`config.mk`:
```
export PLATFORM = sky130hd
export DESIGN_NAME = vc_arbiter
export DESIGN_NICKNAME = d
export VERILOG_FILES = /design/src/rtl/vc_arbiter.sv
export SDC_FILE = /design/constraint.sdc
export NUM_CORES = 1
export LEC_CHECK = 0
export ABC_AREA = 1
export CAP_MARGIN = 20
export CORE_MARGIN = 5
export CORE_UTILIZATION = 50
export DETAILED_ROUTE_END_ITERATION = 8
export PLACE_DENSITY = 0.77
export SLEW_MARGIN = 10
export SYNTH_ARGS = -nofsm -noshare
export SYNTH_HDL_FRONTEND = slang
export SYNTH_SLANG_ARGS = --single-unit
```
`constraint.sdc`:
```
create_clock -name clk -period 1.6 [get_ports clk]
set_input_delay 0.32 -clock clk [delete_from_list [all_inputs] [get_ports clk]]
set_output_delay 0.32 -clock clk [all_outputs]
set_load 0.005 [all_outputs]
```
`src/rtl/vc_arbiter.sv`:
```
// vc_arbiter: weighted round-robin arbiter between two virtual-channel FIFOs.
// Each VC gets up to weight_vcN consecutive pops per turn. It only pops while
// its head word's destination is not paused. A turn whose credit runs out with
// no competitor is renewed, so the arbiter never idles while work is waiting.
// Optional feature: define VC_ARB_STATS_EN to add saturating 8-bit grant
// counters (grant_cnt_vc0/grant_cnt_vc1).
module vc_arbiter #(
  parameter int WEIGHT_W = 4
) (
  input  logic                clk,
  input  logic                reset_L,
  input  logic                init,
  input  logic [WEIGHT_W-1:0] weight_vc0,
  input  logic [WEIGHT_W-1:0] weight_vc1,
  input  logic                vc0_empty,
  input  logic                vc1_empty,
  input  logic                vc0_head_dest,
  input  logic                vc1_head_dest,
  input  logic                pause_d0,
  input  logic                pause_d1,
  output logic                pop_vc0,
  output logic                pop_vc1,
  output logic                valid_out,
  output logic                grant_vc,
  output logic [1:0]          arb_state
`ifdef VC_ARB_STATS_EN
  ,
  output logic [7:0]          grant_cnt_vc0,
  output logic [7:0]          grant_cnt_vc1
`endif
);

  typedef enum logic [1:0] {
    IDLE   = 2'b00,
    SERVE0 = 2'b01,
    SERVE1 = 2'b10
  } state_t;

  localparam logic [WEIGHT_W-1:0] ONE = WEIGHT_W'(1);

  state_t                     state, state_nxt;
  logic [1:0][WEIGHT_W-1:0]   cred, cred_nxt;   // remaining pops in the current turn, per VC
  logic [1:0][WEIGHT_W-1:0]   wgt;              // latched weights, never 0
  logic [1:0]                 elig, pop;
  logic                       cur, oth;

  // A VC is eligible when it has data and its head word's destination has room.
  assign elig[0] = !vc0_empty && !(vc0_head_dest ? pause_d1 : pause_d0);
  assign elig[1] = !vc1_empty && !(vc1_head_dest ? pause_d1 : pause_d0);

  assign pop_vc0   = pop[0];
  assign pop_vc1   = pop[1];
  assign arb_state = state;

  // Next-state, credit bookkeeping and combinational pop strobes.
  always_comb begin
    state_nxt = state;
    cred_nxt  = cred;
    pop       = '0;
    cur       = (state == SERVE1);
    oth       = !cur;
    if (init) begin
      state_nxt = IDLE;
    end else begin
      case (state)
        IDLE: begin
          if (elig[0]) begin
            state_nxt   = SERVE0;
            cred_nxt[0] = wgt[0];
          end else if (elig[1]) begin
            state_nxt   = SERVE1;
            cred_nxt[1] = wgt[1];
          end
        end
        SERVE0, SERVE1: begin
          if (elig[cur]) begin
            pop[cur] = 1'b1;
            if (cred[cur] > ONE) begin
              cred_nxt[cur] = cred[cur] - ONE;
            end else if (elig[oth]) begin
              // Turn exhausted and the other VC is waiting: hand over.
              state_nxt     = oth ? SERVE1 : SERVE0;
              cred_nxt[oth] = wgt[oth];
            end else begin
              // Turn exhausted but nobody else wants it: renew in place.
              cred_nxt[cur] = wgt[cur];
            end
          end else if (elig[oth]) begin
            state_nxt     = oth ? SERVE1 : SERVE0;
            cred_nxt[oth] = wgt[oth];
          end else begin
            state_nxt = IDLE;
          end
        end
        default: state_nxt = IDLE;   // 2'b11 is unused; recover without popping
      endcase
    end
  end

  // State, credits, latched weights and the one-cycle-delayed grant report.
  always_ff @(posedge clk or negedge reset_L) begin
    if (!reset_L) begin
      state     <= IDLE;
      cred      <= {2{ONE}};
      wgt       <= {2{ONE}};
      valid_out <= 1'b0;
      grant_vc  <= 1'b0;
    end else begin
      state     <= state_nxt;
      cred      <= cred_nxt;
      valid_out <= |pop;
      grant_vc  <= pop[1];
      if (init) begin
        // A zero weight would starve the VC; treat it as one pop per turn.
        wgt[0] <= (weight_vc0 == '0) ? ONE : weight_vc0;
        wgt[1] <= (weight_vc1 == '0) ? ONE : weight_vc1;
      end
    end
  end

`ifdef VC_ARB_STATS_EN
  // Saturating per-VC grant counters, cleared by reset or init.
  always_ff @(posedge clk or negedge reset_L) begin
    if (!reset_L) begin
      grant_cnt_vc0 <= '0;
      grant_cnt_vc1 <= '0;
    end else if (init) begin
      grant_cnt_vc0 <= '0;
      grant_cnt_vc1 <= '0;
    end else begin
      if (pop[0] && grant_cnt_vc0 != 8'hFF) grant_cnt_vc0 <= grant_cnt_vc0 + 8'd1;
      if (pop[1] && grant_cnt_vc1 != 8'hFF) grant_cnt_vc1 <= grant_cnt_vc1 + 8'd1;
    end
  end
`endif

endmodule

```
Yosys cells after proc, flatten, opt, wreduce, memory -nomap -nowiden
Cells that the tools add are included.
Operators by class
  eq/ne operators: 9
  $lt $le $gt $ge: 5
  reduce and logical (&&, ||, !) cells: 18
  add/sub/neg operators: 1
  bitwise gates (word level): 1
  mux-type cells: 43
Operators with widths (count)
  $mux W4: 13
  $mux W8: 4
  $bwmux W8: 3
  $mux W2: 11
  $pmux W8 S2: 1
  $ne A4 B4 Y1 const B: 3
  $demux W4 S1: 2
  $logic_not A4 Y1: 2
  $mux W1: 7
  $ne A2 B2 Y1 const B: 3
  $logic_not A1 Y1: 5
  $reduce_and A5 Y1: 1
  $gt A4 B1 Y1 const B: 1
  $logic_and A1 B1 Y1: 4
  $lt A1 B2 Y1 const B: 2
  $pmux W2 S2: 1
  $reduce_and A4 Y1: 1
  $reduce_or A2 Y1: 2
  $sub A4 B1 Y4 const B: 1
  $ne A3 B3 Y1 const B: 1
  $reduce_and A3 Y1: 1
  $eq A2 B1 Y1 const B: 1
  $eq A2 B2 Y1 const B: 1
  $ge A1 B1 Y1 const B: 2
  4 further kinds: 4
Word-level totals
  bits in registers: 20
  logic and storage cells: 84

Logic depth before layout (Yosys ltp)
Gate-level depths: netlist (run 1).
  depth after elaboration: 11
  depth in mapped cells: 14
  depth with buffers taken out: 13

Worst setup path before layout (run 1)
Ideal clock, no wire load.
  path type: reg2reg
  start: register state[0], in the netlist arb_state[0]
  end: register cred[5] (netlist bit)
  buffers on the path: 1
  clock period less this slack: 1.684 ns
  data arrival time: 1.619 ns
  setup time: 0.065 ns
  cell stages (with the launch flop): 15
  path slack: -0.084 ns
  path through: dfrtp_1 -> inv_1 -> ha_1 -> inv_2 -> buf_6 -> nand2_4 -> nand2_4 -> nand2_4 -> nor2_8 -> nand2_4 -> nand2_2 -> nand3_4 -> nor2_1 -> nand2_1 -> nand2_1
Between the ends
  cells in the longest elaborated chain, start to end: 11
  elaborated cells between the ends (all ways): 40
  those cells by class: 1 x add/sub; 5 x order compare; 5 x eq/ne; 22 x mux; 7 x reduce/logical
Ends and longest elaborated chain
  from (decl): line 41  | state_t state, state_nxt;
  from (signal assigned): line 109  | state <= state_nxt;
  $eq A2 B2 Y1: line 60, 65
  $logic_not A1 Y1: line 61  | oth = !cur;
  $lt A1 B2 Y1 (implied by the code) / $ge A1 B1 Y1 (equally long branches): line 83, 90
  $logic_and A1 B1 Y1 (implied by the code): line 83, 90
  $mux W4 (implied by the code): line 83, 90
  $demux W4 S1: line 83, 90
  $bwmux W8: line 83, 90
  $mux W8: line 80  | end else if (elig[oth]) begin
  $mux W8: line 78  | if (cred[cur] > ONE) begin
  $mux W8: line 76  | if (elig[cur]) begin
  $pmux W8 S2: line 65  | case (state)
  to (signal assigned): line 104  | cred <= {2{ONE}};
  to (signal assigned): line 110  | cred <= cred_nxt;
  to (decl): line 42  | logic [1:0][WEIGHT_W-1:0] cred, cred_nxt;
Parallel ways exist; a longest one is shown, timed or not. The select of a mux whose other input is x is not followed.
A chain may end at the register's enable or synchronous reset.

Worst setup path after layout (run 1)
  start: register state[1], in the netlist arb_state[1]
  end: register cred[6] (netlist bit)
Same word-level chain as after synthesis.

==> insert_results.sql, run 1 <==
INSERT INTO impl_metrics (metric_group, metric, value, unit) VALUES
('synthesis', 'synth_top_area_cell', 'dfrtp_1', ''),
('timing', 'fin_crit', '1.93', 'ns'),
('synthesis', 'post_synth_instance_area', '1690', 'sq um'),
('timing', 'timing.slew.headroom', '75.0', '%'),
('cells_and_area', 'post-route-util', '76.5', '%'),
('pwr', 'tot_pwr', '0.00466', 'W'),
('critical_path', 'worstPathRequired', '1.81', 'ns'),
('cells_and_area', 'proportion_of_layout_cells_with_a_drive_suffix_above_1', '34.5', '%'),
('run_status', 'outcome', 'finished, violations left', ''),
('critical_path', 'cp-startpoint', 'arb_state[1]$_DFFE_PN0P_', ''),
('clock_network', 'clockBufferDepth', '2', ''),
('detailed_routing', 'drt_iter0_drc', '213', ''),
('detailed_routing', 'wirelength', '5440', 'um'),
('critical_path', 'r2r-end', 'cred[6]$_DFFE_PN0P_', ''),
('critical_path', 'critical_path_peak_fanout', '8', ''),
('timing', 'worst_hold_slack', '0.335', 'ns'),
('synthesis', 'ys_seq_area_share', '29.9', '%'),
('synthesis', 'ys_top_cells_by_area', 'dfrtp_1 (24%), nand2_1 (22%), o21ai_0 (8.0%)', ''),
('hold_path', 'hold_path_class', 'in2async', ''),
('clock_network', 'numClockSinks', '20', ''),
('synthesis', 'post_synth_edffs', '0', ''),
('cells_and_area', 'final_area', '2530', 'sq um'),
('die', 'floorplan.io_pins', '23', ''),
('die', 'die_area', '4650', 'sq um'),
('synthesis', 'syn_nets', '286', ''),
('pwr', 'part_of_the_power_in_registers', '16.5', '%'),
('clock_network', 'htree_num_levels', '1', ''),
('grt', 'pin_count_of_the_biggest_net_entering_global_routing', '21', ''),
('cells_and_area', 'num-fill-cells', '239', ''),
('pwr', 'worst_ir_drop_vdd', '1020', 'uV'),
('place', 'placer_s_final_routability_congestion_estimate', '0.908', ''),
('detailed_routing', 'route.vias.total', '2028', ''),
('run_status', 'violations', 'negative setup slack', ''),
('pwr', 'p_sw', '0.00239', 'W'),
('detailed_routing', 'route.detailed.wl_per_inst', '14.6', 'um'),
('synthesis', 'post_synth.cell_area_avg', '6.38', 'sq um'),
('synthesis', 'async_flop_share', '100', '%'),
('pwr', 'internal_power', '0.00226', 'W'),
('pwr', 'switching_share', '51.4', '%'),
('timing', 'postLayoutSetupSlackWorst', '-0.329', 'ns'),
('timing', 'pin_slew_with_the_least_headroom_to_its_limit', '0.371', 'ns'),
('grt', 'number_of_global_route_vias_before_repair', '1853', ''),
('place', 'io_buffers', '22', ''),
('synthesis', 'synthMostInstantiatedCell', 'nand2_1', ''),
('critical_path', 'crit_type', 'reg2reg', ''),
('synthesis', 'post_synth_inst_count', '265', ''),
('synthesis', 'ys_top_cells_by_count', 'nand2_1 (99), inv_1 (28), o21ai_0 (27)', ''),
('cells_and_area', 'num_antenna_cells', '0', ''),
('grt', 'grt_antenna_before_repair', '0', ''),
('grt', 'grtUsageTotal', '24.7', '%'),
('pwr', 'p_per_area', '1840', 'nW/um^2'),
('cells_and_area', 'layout.cells.non_filler', '371', ''),
('critical_path', 'ff2ff_path_depth', '13', ''),
('die', 'chipHeight', '68.2', 'um'),
('clock_network', 'cts_made_buffers', '3', ''),
('synthesis', 'yosys_warnings', '0', ''),
('timing', 'setup_viol', '12', ''),
('clock_network', 'insertion_delay', '0.31', 'ns'),
('critical_path', 'worst-r2r-setup-slack', '-0.33', 'ns'),
('pwr', 'comb_power_share', '77.7', '%'),
('synthesis', 'post-synth-top-area-fraction', '23.7', '%'),
('die', 'start_util', '51.1', '%'),
('die', 'core.rowCount', '21', ''),
('place', 'placement.cell_area', '2220', 'sq um'),
('synthesis', 'synth-seq-cells', '20', ''),
('pwr', 'share_clk_of_total_power', '5.8', '%'),
('synthesis', 'synth_cell_types', '29', ''),
('place', 'place.detailed.hpwl', '3590', 'um'),
('timing', 'hold_violations', '0', ''),
('detailed_routing', 'dr.pass1.iters', '7', ''),
('critical_path', 'endpoint_kind', 'flop', '');
==> sequential cells by signal, indices dropped and copies added (netlist names) <==
name and flops:
arb_state 2, cred 8, grant_vc 1, valid_out 1, wgt 8
==> worst max-delay path, delay by kind of cell, from the launching register on <==
family | cells | cell delay, ns
flip-flops | 1 | 0.43
buffers and inverters | 5 | 0.57
AND/OR/NAND/NOR | 7 | 0.65
adder cells (fa/ha/maj) | 1 | 0.17
==> logic make-up after synthesis <==
kind of cell             synth area share, %
adder cells (fa/ha/maj)                 2.96
buffers and inverters                   9.76
AO/OA/AOI/OAI                           14.2
AND/OR/NAND/NOR                         43.2
flip-flops                              29.9
==> layout make-up <==
| class | count | area (sq um) | share of cell area [%] |
|---|---|---|---|
| multi-input combinational | 205 | 1240 | 48.9 |
| timing repair buffer | 63 | 563 | 22.2 |
| sequential | 20 | 507 | 20.0 |
| inverter | 33 | 139 | 5.49 |
| tap | 46 | 57.6 | 2.27 |
| clock buffer | 4 | 26.3 | 1.04 |
==> stage by stage <==
| step | setup TNS (ns) | setup slack [ns] |
|---|---|---|
| floorplan | -0.0319 | -0.00869 |
| global placement | -4.51 | -0.516 |
| detailed placement | -4.99 | -0.547 |
| CTS | -2.69 | -0.272 |
| global route | -4.60 | -0.427 |
| finish | -3.31 | -0.329 |
==> worst max path at each step <==
| stage | end | slack [ns] | depth (start not counted) |
|---|---|---|---|
| CTS | pop_vc1 | -0.27 | 7 |
| detailed placement | pop_vc0 | -0.55 | 8 |
| global placement | pop_vc0 | -0.52 | 8 |
| finish | cred[6]$_DFFE_PN0P_ | -0.33 | 13 |
| global route | cred[6]$_DFFE_PN0P_ | -0.43 | 13 |
| floorplan | cred[2]$_DFFE_PN0P_ | -0.009 | 14 |
==> power by group through the flow <==
stage	combinational [W]	sequential, W	clock, W
after detailed placement	0.00275	0.000760	0
final	0.00362	0.000767	0.000272
after floorplan	0.00186	0.000757	0
after global placement	0.00272	0.000755	0
after global routing	0.00390	0.000778	0.000301
after CTS	0.00315	0.000752	0.000272
==> layout by cell type, fill, tap and decap left out, drive strengths merged, types with 10 or more instances in the layout <==
cell	count
o21ai	32
nand3	17
dfrtp	16
nand2	108
clkdlybuf4s50	18
a21oi	10
inv	32
buf	43
nor2	23
==> routing by layer <==
| layer | part of all wire [%] | global-route usage, % | vias up |
|---|---|---|---|
| met5 | 0 | 0 | - |
| met4 | 3.5 | 6.45 | 0 |
| met3 | 7.6 | 2.63 | 27 |
| met2 | 47 | 41.8 | 110 |
| met1 | 42 | 33.3 | 920 |
| li1 | - | - | 971 |
==> repair_timing <==
item                       CTS  global route
buffers inserted             6             2
setup endpoints to repair   14            13
pin swaps                   20            21
cloned                       0             0
gates resized for setup     45            37
Note: power is estimated with default switching activity, not from simulation.
==> run 2, diff against run 1 <==
--- a/config.mk
+++ b/config.mk
@@ -6,8 +6,9 @@
 export NUM_CORES = 1
 export LEC_CHECK = 0
 export ABC_AREA = 1
+export ABC_CLOCK_PERIOD_IN_PS = 1600
 export CAP_MARGIN = 20
-export CORE_MARGIN = 5
+export CORE_MARGIN = 2
 export CORE_UTILIZATION = 50
 export DETAILED_ROUTE_END_ITERATION = 8
 export PLACE_DENSITY = 0.77
==> run 2 against run 1 <==
Against the previous run:
- the flow still finishes with violations (negative setup slack)
- worst setup slack gained 0.0051 ns
- die area down 17%
- clock power shrank 4%
- first-iteration DRC count down 43%
- non-clock buffer count down 1
- count of clock-buffer cells in the layout did not move
- clock skew decreased by 0.0022 ns
- register-to-register slack better by 0.03 ns
- hold slack about the same
- design area fell by 2.0%
- critical path type is now reg2out
- largest cell class unchanged
==> insert_results.sql, run 2 (synthesized netlist as in run 1, its figures left out) <==
INSERT INTO impl_metrics (metric_group, metric, value, unit) VALUES
('cells_and_area', 'final_area', '2480', 'sq um'),
('place', 'place.detailed.hpwl', '3410', 'um'),
('timing', 'worst_hold_slack', '0.334', 'ns'),
('detailed_routing', 'drt.antenna.violating_nets', '0', ''),
('grt', 'grt_antenna_before_repair', '0', ''),
('cells_and_area', 'layout.cells.non_filler', '370', ''),
('critical_path', 'worstPathRequired', '1.28', 'ns'),
('cells_and_area', 'num_antenna_cells', '0', ''),
('detailed_routing', 'dr.pass1.iters', '5', ''),
('critical_path', 'ff2ff_path_depth', '14', ''),
('timing', 'clock-skew-final', '0.00508', 'ns'),
('grt', 'pin_count_of_the_biggest_net_entering_global_routing', '21', ''),
('clock_network', 'clk_root_buffer_cell', 'clkbuf_4', ''),
('grt', 'grtUsageTotal', '25.9', '%'),
('clock_network', 'cts_made_buffers', '3', ''),
('cells_and_area', 'layout.cells.most_common_list', 'nand2_1 (86), buf_4 (31), o21ai_0 (26)', ''),
('job', 'maxCapViolCount', '0', ''),
('clock_network', 'clkTransAtPathRegs', '0.11', 'ns'),
('cells_and_area', 'areaGrowthSynthToFinish', '46.7', '%'),
('pwr', 'worst_ir_drop_vdd', '930', 'uV'),
('timing', 'timing.slew.headroom', '80.0', '%'),
('timing', 'pin_slew_with_the_least_headroom_to_its_limit', '0.298', 'ns'),
('detailed_routing', 'detail_route.vias_per_cell', '5.30', ''),
('timing', 'grt_setup_unrepaired', 'yes', ''),
('die', 'core.rowCount', '21', ''),
('critical_path', 'crit_type', 'reg2out', ''),
('critical_path', 'endpoint_kind', 'output port', ''),
('clock_network', 'htree_num_levels', '1', ''),
('pwr', 'p_per_area', '1800', 'nW/um^2'),
('hold_path', 'hold_path_class', 'in2async', ''),
('cells_and_area', 'layout.cells.most_common', 'nand2_1', ''),
('grt', 'global_route.overflow_total', '0', ''),
('place', 'dp.cells', '358', ''),
('die', 'chipHeight', '62.2', 'um'),
('run_status', 'violations', 'negative setup slack', ''),
('die', 'coreArea', '3280', 'sq um'),
('pwr', 'cellLeakagePower', '1.20', 'nW'),
('timing', 'setup_viol', '13', ''),
('timing', 'final_max_slew_viol_count', '0', ''),
('place', 'placer_s_final_routability_congestion_estimate', '0.921', ''),
('place', 'io_buffers', '22', ''),
('die', 'start_util', '51.5', '%'),
('cells_and_area', 'num-fill-cells', '243', ''),
('cells_and_area', 'multiInputGateArea', '1210', 'sq um'),
('critical_path', 'cp.arrival', '1.60', 'ns'),
('die', 'die_area', '3860', 'sq um'),
('clock_network', 'numClockSinks', '20', ''),
('cells_and_area', 'proportion_of_layout_cells_with_a_drive_suffix_above_1', '33.3', '%'),
('pwr', 'tot_pwr', '0.00446', 'W'),
('clock_network', 'clockBufferDepth', '2', ''),
('timing', 'final_min_period_over_clock_period', '120', '%'),
('critical_path', 'critical_path_peak_fanout', '3', ''),
('detailed_routing', 'route.detailed.wl_per_inst', '13.6', 'um'),
('run_status', 'outcome', 'finished, violations left', ''),
('place', 'placement.cell_area', '2200', 'sq um'),
('grt', 'number_of_global_route_vias_before_repair', '1759', ''),
('detailed_routing', 'route.vias.total', '1960', ''),
('critical_path', 'startpoint_type', 'flop', ''),
('detailed_routing', 'drt_iter0_drc', '121', ''),
('die', 'floorplan.io_pins', '23', ''),
('detailed_routing', 'drc_errors', '0', ''),
('cells_and_area', 'regArea', '507', 'sq um'),
('cells_and_area', 'finish.net_count', '346', ''),
('timing', 'fin_crit', '1.92', 'ns'),
('timing', 'fin_tns_setup', '-3.45', 'ns'),
('clock_network', 'insertion_delay', '0.31', 'ns'),
('clock_network', 'tritoncts_clock_tree', 'built', ''),
('timing', 'postLayoutSetupSlackWorst', '-0.324', 'ns'),
('grt', 'grt_pass1_wl', '8000', 'um'),
('detailed_routing', 'wirelength', '5050', 'um'),
('die', 'die_x', '62.2', 'um'),
('timing', 'hold_violations', '0', ''),
('timing', 'maxClockFrequency', '0.520', 'GHz');
## run 2: changes by cell type in the layout (fill, tap and decap cells not counted), moves of 2 or more
cell     before  now
o21ai_0      23   26
nor2_2        7    5
buf_6        10    8
o21ai_2       2    4
o21ai_1       5    2
o21ai_4       2    0
inv_2         3    6
nand2_4      12    9
nand2_1      83   86
## run 2: area by class of cell
type,count,share of cell area [%]
Inverter,33,5.30
Sequential cell,20,20.4
Multi-Input combinational cell,205,48.7
Tap cell,46,2.32
Timing Repair Buffer,62,22.2
Clock buffer,4,1.06
## run 2: timing repair
item | in CTS | in global routing
pin swaps | 14 | 16
hold buffers | 0 | 0
gates cloned | 0 | 0
buffers inserted | 7 | 2
gates resized for setup | 31 | 37
setup endpoints to repair | 14 | 14
## run 2: final timing paths
check / slack, ns / start / end
worst max-delay path: -0.32 / arb_state[1]$_DFFE_PN0P_ / pop_vc0
worst min-delay path: 0.33 / reset_L / wgt[6]$_DFFE_PN0P_
worst max register to register: -0.30 / arb_state[1]$_DFFE_PN0P_ / cred[6]$_DFFE_PN0P_
worst min register to register: 0.48 / cred[0]$_DFFE_PN1P_ / cred[0]$_DFFE_PN1P_
max in group asynchronous: 1.00 / reset_L / wgt[4]$_DFFE_PN1P_
min in group clk: 0.48 / cred[0]$_DFFE_PN1P_ / cred[0]$_DFFE_PN1P_
## run 2: power by group
part	leakage, nW	switching, W	internal [W]	total [W]
Clock	0.0150	0.000163	0.0000976	0.000260
Combinational	0.938	0.00199	0.00144	0.00343
Sequential	0.243	0.000110	0.000663	0.000773
## run 2: critical path: stages, from the launching register on
cell and delay (ns):
dfrtp_2 0.46, buf_6 0.14, ha_4 0.17, inv_4 0.07, nand2_2 0.08, nor2_4 0.13
inv_2 0.05, nor2_1 0.09, buf_2 0.12
## run 2: stage by stage
| step | setup slack, ns | utilization [%] |
|---|---|---|
| floorplan | -0.00869 | - |
| global placement | -0.511 | 67.0 |
| detailed placement | -0.542 | 67.0 |
| CTS | -0.280 | 71.2 |
| global route | -0.395 | 75.5 |
| finish | -0.324 | 75.5 |
## run 2: layer usage
metal  vias up  GRT usage (%)  wire length [um]
li1        964              -                 -
met2        86           41.6              2440
met5         -              0                 0
met4         0           10.6               142
met3        19           3.99               316
met1       891           35.1              2150
